File: src/rtl/spi_slave_if.sv
// SPI pins plus the RAM-facing command/readback handshake of spi_slave_ctrl.
interface spi_slave_if #(
  parameter int MEM_WIDTH = 8
);
  logic                 SS_n;
  logic                 MOSI;
  logic                 MISO;
  logic [MEM_WIDTH+1:0] rx_data;
  logic                 rx_valid;
  logic [MEM_WIDTH-1:0] tx_data;
  logic                 tx_valid;

  modport slave (
    input  SS_n, MOSI, tx_data, tx_valid,
    output MISO, rx_data, rx_valid
  );

  modport master (
    output SS_n, MOSI, tx_data, tx_valid,
    input  MISO, rx_data, rx_valid
  );
endinterface

File: src/rtl/spi_slave_ctrl.sv
// SPI slave: MOSI frames -> 10-bit RAM command words, RAM read data -> MISO.
// Define SPI_SLAVE_SVA_EN to compile in protocol assertions.
module spi_slave_ctrl #(
  parameter int MEM_WIDTH = 8
) (
  input logic        clk,
  input logic        rst,
  spi_slave_if.slave bus
);
  localparam int RX_W  = MEM_WIDTH + 2;
  localparam int CNT_W = $clog2(RX_W + 1);
  localparam int TX_CW = $clog2(MEM_WIDTH);
  localparam logic [CNT_W-1:0] CNT_ONE  = CNT_W'(1);
  localparam logic [CNT_W-1:0] CNT_LAST = CNT_W'(RX_W - 1);
  localparam logic [CNT_W-1:0] CNT_FULL = CNT_W'(RX_W);
  localparam logic [TX_CW-1:0] TX_LAST  = TX_CW'(MEM_WIDTH - 1);

  typedef enum logic [2:0] {IDLE, CHK_CMD, WRITE, READ_ADD, READ_DATA} state_t;

  state_t               state_q, state_d;
  logic [RX_W-2:0]      shift_q, shift_d;
  logic [RX_W-1:0]      rx_data_q, rx_data_d;
  logic                 rx_valid_q, rx_valid_d;
  logic [CNT_W-1:0]     bit_cnt_q, bit_cnt_d;
  logic                 rd_addr_seen_q, rd_addr_seen_d;
  logic [MEM_WIDTH-1:0] tx_shift_q, tx_shift_d;
  logic [TX_CW-1:0]     tx_cnt_q, tx_cnt_d;
  logic                 tx_busy_q, tx_busy_d;
  logic                 tx_done_q, tx_done_d;
  logic                 miso_q, miso_d;

  always_comb begin
    state_d        = state_q;
    shift_d        = shift_q;
    rx_data_d      = rx_data_q;
    rx_valid_d     = 1'b0;
    bit_cnt_d      = bit_cnt_q;
    rd_addr_seen_d = rd_addr_seen_q;
    tx_shift_d     = tx_shift_q;
    tx_cnt_d       = tx_cnt_q;
    tx_busy_d      = tx_busy_q;
    tx_done_d      = tx_done_q;
    miso_d         = miso_q;

    if (state_q != IDLE && bus.SS_n) begin
      // Abort: drop the partial frame; a readback that already put out bit 0 counts as finished
      state_d   = IDLE;
      miso_d    = 1'b0;
      bit_cnt_d = '0;
      tx_busy_d = 1'b0;
      tx_done_d = 1'b0;
      if (tx_busy_q && tx_cnt_q == '0) rd_addr_seen_d = 1'b0;
    end else begin
      case (state_q)
        IDLE: begin
          miso_d    = 1'b0;
          bit_cnt_d = '0;
          tx_busy_d = 1'b0;
          tx_done_d = 1'b0;
          if (!bus.SS_n) state_d = CHK_CMD;
        end
        CHK_CMD: begin
          shift_d   = {shift_q[RX_W-3:0], bus.MOSI};
          bit_cnt_d = CNT_ONE;
          if (!bus.MOSI)          state_d = WRITE;
          else if (rd_addr_seen_q) state_d = READ_DATA;
          else                    state_d = READ_ADD;
        end
        default: begin
          if (bit_cnt_q < CNT_FULL) begin
            shift_d   = {shift_q[RX_W-3:0], bus.MOSI};
            bit_cnt_d = bit_cnt_q + 1'b1;
            if (bit_cnt_q == CNT_LAST) begin
              rx_data_d  = {shift_q, bus.MOSI};
              rx_valid_d = 1'b1;
              if (state_q == READ_ADD) rd_addr_seen_d = 1'b1;
            end
          end else if (state_q == READ_DATA) begin
            if (tx_busy_q) begin
              if (tx_cnt_q != '0) begin
                miso_d     = tx_shift_q[MEM_WIDTH-1];
                tx_shift_d = {tx_shift_q[MEM_WIDTH-2:0], 1'b0};
                tx_cnt_d   = tx_cnt_q - 1'b1;
              end else begin
                miso_d         = 1'b0;
                tx_busy_d      = 1'b0;
                tx_done_d      = 1'b1;
                rd_addr_seen_d = 1'b0;
              end
            end else if (!tx_done_q && bus.tx_valid) begin
              miso_d     = bus.tx_data[MEM_WIDTH-1];
              tx_shift_d = {bus.tx_data[MEM_WIDTH-2:0], 1'b0};
              tx_cnt_d   = TX_LAST;
              tx_busy_d  = 1'b1;
            end
          end
        end
      endcase
    end
  end

  always_ff @(posedge clk or posedge rst) begin
    if (rst) begin
      state_q        <= IDLE;
      shift_q        <= '0;
      rx_data_q      <= '0;
      rx_valid_q     <= 1'b0;
      bit_cnt_q      <= '0;
      rd_addr_seen_q <= 1'b0;
      tx_shift_q     <= '0;
      tx_cnt_q       <= '0;
      tx_busy_q      <= 1'b0;
      tx_done_q      <= 1'b0;
      miso_q         <= 1'b0;
    end else begin
      state_q        <= state_d;
      shift_q        <= shift_d;
      rx_data_q      <= rx_data_d;
      rx_valid_q     <= rx_valid_d;
      bit_cnt_q      <= bit_cnt_d;
      rd_addr_seen_q <= rd_addr_seen_d;
      tx_shift_q     <= tx_shift_d;
      tx_cnt_q       <= tx_cnt_d;
      tx_busy_q      <= tx_busy_d;
      tx_done_q      <= tx_done_d;
      miso_q         <= miso_d;
    end
  end

  assign bus.rx_data  = rx_data_q;
  assign bus.rx_valid = rx_valid_q;
  assign bus.MISO     = miso_q;

`ifdef SPI_SLAVE_SVA_EN
  a_rx_valid_single: assert property (@(posedge clk) disable iff (rst)
    rx_valid_q |=> !rx_valid_q);
  a_rx_valid_full_frame: assert property (@(posedge clk) disable iff (rst)
    rx_valid_q |-> ($past(bit_cnt_q) == CNT_LAST && !$past(bus.SS_n)));
  a_miso_idle_low: assert property (@(posedge clk) disable iff (rst)
    (state_q == IDLE) |-> !miso_q);
  a_read_data_entry: assert property (@(posedge clk) disable iff (rst)
    (state_q == READ_DATA && $past(state_q) != READ_DATA) |-> $past(rd_addr_seen_q));
`else
  // Assertions not compiled in this build.
`endif
endmodule

File: src/flat_wrapper.sv
// flat-port wrapper written by rule: the top's interface ports become plain ports
module spi_slave_ctrl_flat 
#(
  parameter int MEM_WIDTH = 8
)
  (clk, rst, bus_SS_n, bus_MOSI, bus_tx_data, bus_tx_valid, bus_MISO, bus_rx_data, bus_rx_valid);
  spi_slave_if #(.MEM_WIDTH(MEM_WIDTH)) bus_i ();
  input logic clk;
  input logic rst;
  input wire logic [$bits(bus_i.SS_n)-1:0] bus_SS_n;
  input wire logic [$bits(bus_i.MOSI)-1:0] bus_MOSI;
  input wire logic [$bits(bus_i.tx_data)-1:0] bus_tx_data;
  input wire logic [$bits(bus_i.tx_valid)-1:0] bus_tx_valid;
  output wire logic [$bits(bus_i.MISO)-1:0] bus_MISO;
  output wire logic [$bits(bus_i.rx_data)-1:0] bus_rx_data;
  output wire logic [$bits(bus_i.rx_valid)-1:0] bus_rx_valid;
  assign bus_i.SS_n = bus_SS_n;
  assign bus_i.MOSI = bus_MOSI;
  assign bus_i.tx_data = bus_tx_data;
  assign bus_i.tx_valid = bus_tx_valid;
  assign bus_MISO = bus_i.MISO;
  assign bus_rx_data = bus_i.rx_data;
  assign bus_rx_valid = bus_i.rx_valid;
  spi_slave_ctrl #(.MEM_WIDTH(MEM_WIDTH)) u_core (.clk(clk), .rst(rst), .bus(bus_i));
endmodule
File: config.mk
export PLATFORM = sky130hd
export DESIGN_NAME = spi_slave_ctrl_flat
export DESIGN_NICKNAME = d
export VERILOG_FILES = /design/src/rtl/spi_slave_if.sv /design/src/rtl/spi_slave_ctrl.sv /design/src/flat_wrapper.sv
export SDC_FILE = /design/constraint.sdc
export NUM_CORES = 1
export LEC_CHECK = 0
export BUFFER_PORTS_ARGS = -buffer_cell sky130_fd_sc_hd__buf_2
export CAP_MARGIN = 20
export CORE_MARGIN = 4
export CORE_UTILIZATION = 30
export CTS_BUF_LIST = sky130_fd_sc_hd__clkbuf_8
export DETAILED_ROUTE_END_ITERATION = 8
export PLACE_DENSITY = 0.48
export SETUP_SLACK_MARGIN = 0.02
export SYNTH_ARGS = -nofsm -noshare
export SYNTH_HDL_FRONTEND = slang
export SYNTH_SLANG_ARGS = --single-unit
File: constraint.sdc
create_clock -name clk -period 1.77 [get_ports clk]
set_clock_uncertainty 0.05 [all_clocks]
set_input_delay 0.0885 -clock clk [delete_from_list [all_inputs] [get_ports clk]]
set_output_delay 0.0885 -clock clk [all_outputs]
set_load 0.005 [all_outputs]
-- Word-level counts from Yosys, hierarchy flattened
Index checks and enable logic that the tools add are counted.
Widths: inputs -> output; s select.
- register bits after elaboration: 42
- input port bits: 13
- output and inout bits: 12
- logic and storage cells: 107
- add/subtract/negate cells: 2
- $lt $le $gt $ge: 1
- eq/ne operators: 14
- multiplexer cells: 49
- bitwise logic cells: 4
- reduce and logical (&&, ||, !) cells: 26
- operators by type and width (operator ; count):
    $mux 1 ; 30
    $mux 8 ; 3
    $mux 3 ; 7
    $reduce_bool 3->1 ; 7
    $pmux 9 s2 ; 1
    $ne 3x2->1 const B ; 5
    $mux 9 ; 1
    $mux 4 ; 2
    $pmux 4 s2 ; 1
    $reduce_and 4->1 ; 2
    $reduce_bool 4->1 ; 2
    $reduce_and 7->1 ; 1
    $logic_not 3->1 ; 2
    $pmux 1 s2 ; 3
    $pmux 3 s2 ; 1
    $reduce_and 3->1 ; 2
    $reduce_and 6->1 ; 1
    $reduce_and 5->1 ; 1
    $add 4x1->4 const B ; 1
    $eq 4x4->1 const B ; 1
    $lt 4x4->1 const B ; 1
    $ne 2x1->1 const B ; 2
    $ne 2x2->1 const B ; 2
    $not 1->1 ; 4
    other kinds (10) ; 13

-- Logic depth before layout (Yosys ltp)
- depth after elaboration: 8
- depth in mapped cells: 7
- depth with buffers taken out: 6

-- Worst setup path before layout
No wires, ideal clock.
- path kind: reg2reg
- from: reg u_core.state_q[1]
- to: reg u_core.rx_data_q[0], in the netlist u_core.bus.rx_data[0]
- library setup time: 0.125 ns
- arrival time: 1.651 ns
- data required time: 1.595 ns
- setup slack: -0.056 ns
- stages on the path, launching flop included: 6
- buffers on the path: 1
- period minus slack after synthesis: 1.826 ns
- cell sequence: dfrtp_1 -> nor2_2 -> or2_4 -> or4_4 -> buf_6 -> mux2_4
- cells in the longest elaborated chain, start to end: 4
- elaborated cells on any way between the ends: 8
- those cells by class: 1 x eq/ne; 2 x bitwise; 5 x reduce/logical
- ends and longest elaborated chain (element ; line ; text):
    start: declaration ; spi_slave_ctrl.sv:20 ; state_t state_q, state_d;
    start signal: assignment ; spi_slave_ctrl.sv:116 ; state_q <= state_d;
    $eq 3x1->1, or another cell as far along ; spi_slave_ctrl.sv:54 ; case (state_q)
    $reduce_or 2->1 (no line) or $logic_and 1x1->1 (tied branches) ; - ;
    $not 1->1 (no line) ; - ;
    $reduce_and 4->1 (no line) * ; - ;
    end signal: assignment ; spi_slave_ctrl.sv:118 ; rx_data_q <= rx_data_d;
    end: declaration ; spi_slave_ctrl.sv:22 ; logic [RX_W-1:0] rx_data_q, rx_data_d;
Every way passes the cells marked *; elsewhere a longest branch is shown, timed or not.
A chain may end at the register's enable or synchronous reset.

-- Worst setup path after layout
Ends and elaborated chain as after synthesis.

==> results.json <==
{
  "cts_made_buffers": 5,
  "fin_crit_ps": 1790,
  "fillCellCount": 574,
  "synth_top_flop_cell": "dfrtp_1",
  "wl_per_cell_um": 13.9,
  "setup_viol": 6,
  "ys_ff_latch": 41,
  "grt_pass1_vias": 1372,
  "tightest_slew_ps": 516,
  "fin_crit_sh_pct": 101,
  "drt-vias-per-instance": 4.68,
  "cts_buffer_depth": 2,
  "yosysMostFrequentCell": "dfrtp_1",
  "seq_area_frac_synth_pct": 54.5,
  "dpl.hpwl_um": 2640,
  "antenna_cells": 0,
  "overflow": 0,
  "worst_slack_ps": -17.6,
  "pwr-share-seq_pct": 51.6,
  "p_per_area_nw_per_um2": 914,
  "cts_tree": "built",
  "die_h_um": 87.2,
  "hold_class": "input port to flip-flop",
  "avgSynthCellArea_um2": 12.5,
  "p_sw_uw": 549,
  "die_w_um": 87.2,
  "antenna_found_initial": 0,
  "ys_warn_count": 0,
  "synth-edff-count": 0,
  "vdd_ir_drop_max_uv": 311,
  "firstDrtPassIters": 4,
  "synth_top_cell_by_area": "dfrtp_1",
  "hold_ws_ps": 35.5,
  "drive_gt1_share_pct": 49.8,
  "rows": 28,
  "clockRootBuffer": "clkbuf_8",
  "vias": 1292,
  "first_iter_violations": 70,
  "cts_sinks": 41,
  "clk_pin_slew_ps": 80,
  "max_freq_mhz": 559,
  "synth_area_leaders": "dfrtp_1 55%, mux2_2 15%, mux2_4 7.2%, ha_1 2.7%, nor2_1 2.4%",
  "cts_max_level": 2,
  "hold_violations": 0,
  "netSwitchingFraction_pct": 24.9,
  "drv_slew": 0,
  "cp-end-kind": "flip-flop",
  "dieArea_um2": 7600,
  "internal_power_uw": 1660,
  "path_max_fanout": 6,
  "stdcell_area_um2": 2410,
  "grt_usage_pct": 11.0,
  "p_comb_share_pct": 14.0,
  "fp.coreArea_um2": 5990,
  "nets": 217,
  "p_leak_uw": 0.00121,
  "regArea_um2": 1030,
  "dpl-instance-area_um2": 2200,
  "outcome": "finished with violations",
  "grt_pass1_wl_um": 6420,
  "slowest_stage": "or4_4",
  "max_stage_delay_ps": 570,
  "crit_chain": "nor2_2 > or2_4 > or4_4 > mux2_4",
  "syn-cell-area_um2": 1880,
  "ys_types": 34,
  "port_buffers": 24,
  "routed_wl_um": 3840,
  "grt_start_max_net_pins": 42,
  "start_util_pct": 31.4,
  "drc_errors": 0,
  "synth_top_cell_area_share_pct": 54.5,
  "clk_latency_ps": 290,
  "multi_input_area_um2": 837,
  "ios": 25,
  "ant_nets": 0,
  "worstSetupStartpointType": "flip-flop",
  "yosys-top-cells-count": "41 x dfrtp_1, 25 x mux2_2, 12 x nor2_1",
  "final_util_pct": 40.3,
  "areaGrowthSynthToFinish_pct": 28.2,
  "relSlewSlack_pct": 65.6,
  "violations": "setup timing",
  "place.gp.congestion": 0.806,
  "max-cap-violations": 0,
  "synth_nets": 167,
  "critPathKind": "flip-flop to flip-flop",
  "synthArstFlopShare_pct": 100,
  "crit_required_ps": 1900,
  "p_clk_share_pct": 34.4,
  "synthCells": 150,
  "worst-r2r-setup-slack_ps": -20,
  "arrival_ps": 1920,
  "rsz0062_at_grt": "yes"
}
## power by group through the flow
stage               registers, uW  logic, uW  clock network, uW
floorplan                    1130        195                  0
global placement             1160        273                  0
detailed placement           1160        286                  0
CTS                          1140        304                783
global route                 1150        348                827
finish                       1140        309                758
## final timing paths
check,from,to,depth (start not counted)
worst max-delay path,u_core.state_q[1],u_core.bus.rx_data[0],4
worst min-delay path,bus_SS_n,u_core.state_q[2],2
worst max register to register,u_core.state_q[1],u_core.bus.rx_data[0],4
worst min register to register,u_core.tx_done_q,u_core.tx_done_q,2
max in group asynchronous,rst,u_core.state_q[0],4
min in group asynchronous,rst,u_core.shift_q[3],4
## cells by family (layout without fill, tap and decap cells)
| group | after synthesis | in the layout | share of synthesized area, % |
|---|---|---|---|
| flip-flops | 41 | 41 | 54.5 |
| AND/OR/NAND/NOR | 38 | 39 | 10.2 |
| multiplexers | 34 | 34 | 22.1 |
| AO/OA/AOI/OAI | 19 | 19 | 6.72 |
| buffers and inverters | 12 | 62 | 2.86 |
| adder cells (fa/ha/maj) | 4 | 4 | 2.66 |
| XOR/XNOR | 2 | 2 | 0.931 |
## per-stage QoR
stage | power [uW] | cells | worst slack (ps) | setup TNS [ps]
final | 2200 | 276 | -17.6 | -64.2
after CTS | 2230 | 274 | 6.15 | 0
after global routing | 2330 | 276 | -57.8 | -276
after detailed placement | 1450 | 261 | -42.3 | -344
after global placement | 1430 | 261 | 12.7 | 0
after floorplan | 1330 | 150 | -14.9 | -134
## sequential cells by signal, indices dropped and copies added (netlist names)
signal                 flops
u_core.bus.rx_data        10
u_core.shift_q             9
u_core.tx_shift_q          7
u_core.bit_cnt_q           4
u_core.state_q             3
u_core.tx_cnt_q            3
u_core.bus.MISO            1
u_core.bus.rx_valid        1
u_core.rd_addr_seen_q      1
u_core.tx_busy_q           1
u_core.tx_done_q           1
## area by class of cell
class	count	share of cell area, %
clock buffer	5	2.85
clock inverter	3	1.92
inverter	8	1.24
multi-input combinational	98	34.7
sequential	41	42.6
tap	75	3.89
timing repair buffer	46	12.8
## layer usage
layer	share of wire [%]	global-route usage (%)
met5	0	0
met1	46	13.8
met4	1.8	3.77
met3	4.7	3.60
met2	48	17.6
## cell usage in the layout, fill, tap and decap left out, types with 2 or more instances in the layout
master	Yosys	final
nor2_1	12	12
buf_6	1	2
ha_1	4	3
clkbuf_8	0	5
buf_2	1	24
mux2_2	25	24
nand2_1	8	8
o21a_1	2	2
dfrtp_1	41	39
nand2b_1	2	2
inv_1	8	7
a21oi_1	7	6
nor3_1	4	3
nor2b_1	2	2
or4_4	1	2
buf_4	0	18
o41ai_1	2	2
dfrtp_2	0	2
or2_4	1	2
mux2_4	9	10
nand3_1	2	2
## critical path: cells and delay by family, from the launching register on
family | cells | cell delay [ps]
multiplexers | 1 | 330
flip-flops | 1 | 410
AND/OR/NAND/NOR | 3 | 880
## timing repair
item	in CTS	in global routing
endpoints found under the hold margin	41	0
endpoints found under the setup margin	10	28
cloned	1	0
hold buffers	1	0
pin swaps	1	1
buffers inserted	3	2
resized for setup	1	12
(Power assumes the default switching activity.)
